===== src/rtl/led_pattern_gen_if.sv =====
// Control and LED-drive bundle for led_pattern_gen.
// The master side supplies run controls, and the slave side returns the LED image and frame pulse.
interface led_pattern_gen_if #(
    parameter int N     = 8,
    parameter int DIV_W = 24
);
    logic             en;
    logic [1:0]       mode;
    logic [DIV_W-1:0] div;
    logic [N-1:0]     led;
    logic             frame;

    modport master (output en, mode, div, input led, frame);
    modport slave  (input en, mode, div, output led, frame);
endinterface


===== src/rtl/led_pattern_gen.sv =====
// N-LED pattern sequencer with a programmable step prescaler.
// Supports four patterns and emits a one-cycle frame pulse on sequence wrap.
module led_pattern_gen #(
    parameter int N     = 8,
    parameter int DIV_W = 24
) (
    input logic              CLK,
    input logic              rs_n,
    led_pattern_gen_if.slave bus
);
    localparam int STEP_W = $clog2(2 * N);

    localparam logic [1:0] MODE_CHASE  = 2'd0;
    localparam logic [1:0] MODE_FILL   = 2'd1;
    localparam logic [1:0] MODE_BOUNCE = 2'd2;
    localparam logic [1:0] MODE_DRAIN  = 2'd3;

    localparam logic [N-1:0]      ONES     = '1;
    localparam logic [N-1:0]      LSB      = N'(1);
    localparam logic [N:0]        FILL_ONE = (N + 1)'(1);
    localparam logic [STEP_W-1:0] STEP_ONE = STEP_W'(1);
    localparam logic [DIV_W-1:0]  PRESC_ONE = DIV_W'(1);

    logic [DIV_W-1:0]  presc_q, presc_d;
    logic [STEP_W-1:0] step_q, step_d;
    logic [1:0]        mode_q, mode_d;
    logic              frame_q, frame_d;
    logic              tick, mode_chg, at_last;

    function automatic logic [STEP_W-1:0] last_step(input logic [1:0] m);
        case (m)
            MODE_CHASE:  return STEP_W'(N - 1);
            MODE_FILL:   return STEP_W'(2 * N - 1);
            MODE_BOUNCE: return STEP_W'(2 * N - 3);
            default:     return STEP_W'(N);
        endcase
    endfunction

    function automatic logic [N-1:0] pattern(input logic [1:0] m, input logic [STEP_W-1:0] s);
        int         si;
        int         p;
        logic [N:0] fill;
        si   = int'(s);
        fill = '0;
        case (m)
            MODE_CHASE: return LSB << si;
            MODE_FILL: begin
                // One extra bit so the fill at s = N-1 does not overflow before the -1
                if (si < N) begin
                    fill = (FILL_ONE << (si + 1)) - FILL_ONE;
                    return fill[N-1:0];
                end
                return ONES >> (si - N + 1);
            end
            MODE_BOUNCE: begin
                p = (si < N) ? si : (2 * N - 2 - si);
                return LSB << p;
            end
            default: return ONES >> si;
        endcase
    endfunction

    always_comb begin
        mode_chg = (bus.mode != mode_q);
        at_last  = (step_q == last_step(mode_q));
        // The >= lets a lowered div take effect at once, without waiting for a counter wrap
        tick     = bus.en && (presc_q >= bus.div);
        presc_d  = presc_q;
        step_d   = step_q;
        frame_d  = 1'b0;
        mode_d   = bus.mode;
        if (mode_chg) begin
            presc_d = '0;
            step_d  = '0;
        end else if (tick) begin
            presc_d = '0;
            step_d  = at_last ? '0 : step_q + STEP_ONE;
            frame_d = at_last;
        end else if (bus.en) begin
            presc_d = presc_q + PRESC_ONE;
        end
    end

    always_ff @(posedge CLK or negedge rs_n) begin
        if (!rs_n) begin
            presc_q <= '0;
            step_q  <= '0;
            mode_q  <= MODE_CHASE;
            frame_q <= 1'b0;
        end else begin
            presc_q <= presc_d;
            step_q  <= step_d;
            mode_q  <= mode_d;
            frame_q <= frame_d;
        end
    end

    assign bus.led   = pattern(mode_q, step_q);
    assign bus.frame = frame_q;
endmodule


===== src/flat_wrapper.sv =====
// flat-port wrapper written by rule: the top's interface ports become plain ports
module led_pattern_gen_flat 
#(
    parameter int N     = 8,
    parameter int DIV_W = 24
)
  (CLK, rs_n, bus_en, bus_mode, bus_div, bus_led, bus_frame);
  led_pattern_gen_if #(.N(N), .DIV_W(DIV_W)) bus_i ();
  input logic CLK;
  input logic rs_n;
  input wire logic [$bits(bus_i.en)-1:0] bus_en;
  input wire logic [$bits(bus_i.mode)-1:0] bus_mode;
  input wire logic [$bits(bus_i.div)-1:0] bus_div;
  output wire logic [$bits(bus_i.led)-1:0] bus_led;
  output wire logic [$bits(bus_i.frame)-1:0] bus_frame;
  assign bus_i.en = bus_en;
  assign bus_i.mode = bus_mode;
  assign bus_i.div = bus_div;
  assign bus_led = bus_i.led;
  assign bus_frame = bus_i.frame;
  led_pattern_gen #(.N(N), .DIV_W(DIV_W)) u_core (.CLK(CLK), .rs_n(rs_n), .bus(bus_i));
endmodule

===== config.mk =====
export PLATFORM = sky130hd
export DESIGN_NAME = led_pattern_gen_flat
export DESIGN_NICKNAME = d
export VERILOG_FILES = /design/src/rtl/led_pattern_gen_if.sv /design/src/rtl/led_pattern_gen.sv /design/src/flat_wrapper.sv
export SDC_FILE = /design/constraint.sdc
export NUM_CORES = 1
export LEC_CHECK = 0
export ABC_AREA = 1
export CAP_MARGIN = 15
export CORE_ASPECT_RATIO = 0.5
export CORE_MARGIN = 4
export CORE_UTILIZATION = 55
export CTS_BUF_LIST = sky130_fd_sc_hd__clkbuf_8
export CTS_CLUSTER_DIAMETER = 200
export CTS_CLUSTER_SIZE = 14
export DETAILED_ROUTE_END_ITERATION = 8
export GPL_TIMING_DRIVEN = 0
export PLACE_DENSITY = 0.83
export SETUP_SLACK_MARGIN = 0.02
export SLEW_MARGIN = 15
export SYNTH_ARGS = -nofsm -noshare
export SYNTH_HDL_FRONTEND = slang
export SYNTH_SLANG_ARGS = --single-unit

===== constraint.sdc =====
create_clock -name CLK -period 4.4 [get_ports CLK]
set_clock_uncertainty 0.15 [all_clocks]
set_input_delay 0.66 -clock CLK [delete_from_list [all_inputs] [get_ports CLK]]
set_output_delay 0.66 -clock CLK [all_outputs]
set_load 0.05 [all_outputs]

## Word-level counts from Yosys, hierarchy flattened

Cells that the tools add are included.

- Register bits: 31
- Input port bits: 29
- Output and inout port bits: 9
- Word-level logic and storage cells: 41

- $add $sub $neg: 7
- Magnitude comparators: 2
- Equality and inequality tests: 4
- Shifts and indexed selects: 5
- Muxes and demuxes: 15
- Reduce and logical (&&, ||, !) cells: 4

Operators by type and width:

| operator | number |
|---|---|
| $mux W24 | 3 |
| $shl A1 B32 Y8 const A | 2 |
| $add A32 B2 Y32 const B | 1 |
| $mux W32 | 1 |
| $shr A8 B32 Y8 const A | 1 |
| $add A24 B1 Y24 const B | 1 |
| $ge A24 B24 Y1 | 1 |
| $pmux W8 S3 | 1 |
| $mux W8 | 2 |
| $mux W4 | 3 |
| $pmux W4 S3 | 1 |
| $shl A1 B4 Y8 const A | 1 |
| $shr A8 B4 Y8 const A | 1 |
| $sub A8 B1 Y8 const B | 1 |
| $add A4 B1 Y5 const B | 1 |
| $sub A4 B4 Y5 const A | 1 |
| $sub A4 B4 Y5 const B | 1 |
| $add A4 B1 Y4 const B | 1 |
| $eq A4 B4 Y1 | 1 |
| $lt A4 B4 Y1 const B | 1 |
| $mux W1 | 4 |
| $reduce_bool A3 Y1 | 1 |
| $eq A2 B1 Y1 const B | 1 |
| $eq A2 B2 Y1 const B | 1 |
| 4 further kinds | 4 |

## Depth between registers and ports, before layout

- Depth in word-level cells: 6
- Depth in mapped cells: 15
- Mapped depth without buffers: 14

## Worst setup path after synthesis

Ideal clock, no wire load.

- Path kind: register to output
- Start: register u_core.step_q[0]
- End: output bus_led[4]
- Data arrival time: 2.676 ns
- Data required time: 3.590 ns
- Slack: 0.914 ns
- Stages on the path, launching flop included: 13
- Path buffers: 0
- Path through: dfrtp_1 ha_1 ha_1 inv_1 nand2_2 inv_1 nand3_1 ha_1 nand2_1 nand2_1 nand2_1 nor2_1 o221ai_1

- Longest elaborated chain between the ends: 6
- Elaborated cells between the ends (all ways): 17
- Those cells by class: add/sub: 5; order compare: 1; shift: 5; mux: 6

RTL lines:

| element | RTL line | text |
|---|---|---|
| start, declared | led_pattern_gen.sv:25 | `logic [STEP_W-1:0] step_q, step_d;` |
| start signal, assigned | led_pattern_gen.sv:92 | `step_q <= step_d;` |
| parallel branches: the longest is 5 deep, another holds $add A32 B2 Y32 | n/a |  |
| $pmux W8 S3 (*) | led_pattern_gen.sv:45 | `case (m)` |
| end, declared | flat_wrapper.sv:14 | `output wire logic [$bits(bus_i.led)-1:0] bus_led;` |

Mark *: on every way between the ends. The select of a mux whose other input is x is not followed.

## Final worst setup path

- Start: register u_core.step_q[3]
- End: output bus_led[3]

The elaborated chain is that of the path after synthesis.

==> run_results.csv <==
group,metric,value,unit
clocking,htree_levels,2,
clocking,cts_max_path_buffers,2,
floorplan,die_width,116.6,um
floorplan,initial_core_util,0.5807,
synthesis,synth-compound-area-share,0.08600,
setup_path,critPathMaxStageDelay,0.80,ns
synthesis,synth.avg_cell_area,6.787,um2
setup_path,worstPathMaxFanout,12,
power_and_ir_drop,power_density,180.0,nW/um2
clocking,clk_pin_slew_worst_paths,0.07,ns
timing,tightestPinTransition,0.7168,ns
job,maxCapViolCount,0,
timing,hold_viol,0,
timing,fin_crit,4.132,ns
synthesis,yosys-top-cells-count,"nand2_1, inv_1, nor2_1",
cells_and_area,multiInputGateArea,2078,um2
synthesis,netlist.area_leader.share,0.2391,
synthesis,synth_nets,542,
floorplan,io-pin-count,38,
synthesis,synth_fa_ha_area_frac,0.1350,
timing,grt_setup_unrepaired,"false",
floorplan,dieArea,7266,um2
cells_and_area,layout-drive-gt1-share,0.09597,
clocking,postCtsSetupRepairBufs,0,
floorplan,die_h,62.31,um
setup_path,path_class,"reg -> out",
power_and_ir_drop,ir_worst_vdd,0.1113,mV
placement,routabilityCongestion,0.9253,
synthesis,synth_xor_area_frac,0.04242,
synthesis,yosys_warnings,0,
synthesis,yosys.area_share.simple,0.3772,
synthesis,ys_seq_elements,31,
power_and_ir_drop,fin_total_pwr,684.6,uW
synthesis,synthArstFlopShare,1.000,
cells_and_area,n_antenna_cell,0,
placement,dp_hpwl,5663,um
synthesis,synth.most_common_cell,"nand2_1",
placement,portBuffers,36,
routing,viasPerCell,5.199,
setup_path,endpoint_kind,"output port",
clocking,cts_tree,"built",
timing,fmax,0.2420,GHz
routing,firstDrtPassIters,4,
routing,drt_iter0_markers,240,
floorplan,core,5587,um2
cells_and_area,area_delta_synth_final,17.24,%
global_route,first_global_vias,2802,
global_route,grt_max_degree,32,
setup_path,cp_data_required_time,3.59,ns
routing,num_vias,3088,
synthesis,yosys-top-cells-area,"dfrtp_1, ha_1, nand2_1, inv_1, nor2_1",
setup_path,startpoint_type,"flip-flop",
synthesis,synth-edff-count,0,
global_route,grt_pass1_wl,12430,um
timing,setup_viol,0,
clocking,cts_buffers,5,
clocking,clock_sinks,31,
cells_and_area,nNetsFinal,585,
timing,fin_setup_tns,0,ns
synthesis,synth.mux.area_fraction,0,
clocking,root_buffer,"clkbuf_8",
cells_and_area,fillCellCount,494,
synthesis,synthesis.area,3244,um2
clocking,cts-hold-fix-buffers,0,
clocking,clock_latency,0.28,ns
timing,slew_headroom,0.5221,
synthesis,synthCells,478,
setup_path,reg2reg_setup_slack,2.24,ns
cells_and_area,post-route-util,0.6809,
global_route,grt_use_total,0.2063,
setup_path,r2r-end,"u_core.presc_q[14]$_DFFE_PN0P_",
synthesis,synth_top_family_by_area,"simple AND/OR/NAND/NOR gates",
timing,final_max_slew_viol_count,0,
routing,drc,0,
cells_and_area,seq_area,775.7,um2
timing,period_share,0.9390,
synthesis,yosysUniqueCellTypes,38,
synthesis,yosysTopAreaCell,"dfrtp_1",
routing,wirelength,7099,um
synthesis,synth.yosys.seq_area_share,0.2391,
global_route,antenna_found_initial,0,
routing,detail-route-antenna-nets,0,
clocking,cts_resized,0,
floorplan,rows,19,
hold_path,hold_path_class,"in -> async",
setup_path,crit_path_top_delay_cell,"clkdlybuf4s50_1",
run_status,run_status,"finished, final reports clean",
synthesis,ys.flop_type,"dfrtp_1",
setup_path,path_cells,"clkinv_1 > ha_1 > inv_1 > nand2_2 > inv_1 > nand3_1 > nand2_1 > xor2_1 > o21ai_0 > nand3_1 > clkdlybuf4s50_1",
routing,routedWlPerCell,11.95,um
setup_path,reg2regPathDepth,11,
setup_path,crit_arrival,3.32,ns
setup_path,critPathLaunch,"u_core.step_q[3]$_DFFE_PN0P_",
global_route,grt_overflow_total,0,
power_and_ir_drop,p_leak,2.031,nW
setup_path,r2r-start,"u_core.presc_q[15]$_DFFE_PN0P_",
## through the flow
stage	cell area (um2)	cells	setup slack (ns)	hold slack, ns
6_report	3804	594	0.2683	0.2778
3_5_place_dp	3691	587	0.4136	0.3905
2_1_floorplan	3244	478	0.9143	0.2144
4_1_cts	3794	594	0.1030	0.2949
3_3_place_gp	3696	587	0.4219	0.3918
5_1_grt	3804	594	0.05002	0.3290
## cell type report
| type | count | share of cell area |
|---|---|---|
| buffer | 9 | 0.02171 |
| clock inverter | 2 | 0.008882 |
| multi-input combinational | 356 | 0.5464 |
| tap | 73 | 0.02401 |
| sequential | 31 | 0.2039 |
| clock buffer | 5 | 0.01809 |
| inverter | 82 | 0.08092 |
| timing repair buffer | 36 | 0.09605 |
## power breakdown
group	switching [mW]	internal [mW]	total [mW]
Clock	0.106	0.164	0.270
Sequential	0.00177	0.287	0.289
Combinational	0.0712	0.0547	0.126
## flip-flops by register name, indices dropped and copies added, names as in the netlist
signal and flops:
u_core.presc_q 24, u_core.step_q 4, u_core.bus.frame 1, u_core.mode_q 2
## cells in the final DEF (no fill, tap or decap), drive strengths merged
cell type / netlist / routed
nand2: 115 / 115
o21ai: 19 / 19
clkinv: 2 / 2
or2: 1 / 1
clkbuf: 0 / 5
inv: 80 / 81
nor2: 68 / 68
clkdlybuf4s50: 0 / 31
dfrtp: 31 / 31
bufinv: 0 / 1
xor2: 9 / 9
a31o: 1 / 1
nor3: 14 / 14
o221ai: 1 / 1
nand4: 19 / 19
a21o: 4 / 4
xnor2: 5 / 5
a31oi: 1 / 1
buf: 9 / 10
o22ai: 1 / 1
o21bai: 1 / 1
o211ai: 1 / 1
nand3: 40 / 40
ha: 35 / 35
dlymetal6s2s: 0 / 4
nand3b: 2 / 2
a21oi: 18 / 18
a22oi: 1 / 1
## routing by layer
| metal | vias up | global-route usage | wire length, um |
|---|---|---|---|
| met2 | 71 | 0.3447 | 3367 |
| met3 | 11 | 0.02425 | 361 |
| li1 | 1626 | - | - |
| met4 | 0 | 0.05722 | 97 |
| met1 | 1380 | 0.2813 | 3272 |
| met5 | - | 0 | 0 |
## worst max path at each step
stage | to | slack (ns) | depth (start not counted)
finish | bus_led[3] | 0.27 | 11
global route | bus_led[3] | 0.05 | 11
CTS | bus_led[2] | 0.10 | 12
detailed placement | bus_led[2] | 0.41 | 12
global placement | bus_led[2] | 0.42 | 12
floorplan | bus_led[4] | 0.91 | 12
## logic make-up (layout without fill, tap and decap cells)
kind of cell             count (synthesis)  after routing
AO/OA/AOI/OAI                           48             48
XOR/XNOR                                14             14
adder cells (fa/ha/maj)                 35             35
buffers and inverters                   91            134
flip-flops                              31             31
AND/OR/NAND/NOR                        259            259
## critical path: cells and delay by family, from the launching register on
kind | cells | cell delay [ns]
buf+inv | 4 | 1.39
xor+xnor | 1 | 0.19
simple gates | 4 | 0.52
flops | 1 | 0.38
compound gates | 1 | 0.14
fa+ha+maj | 1 | 0.43
No activity file was read; power rests on OpenSTA's default activity.
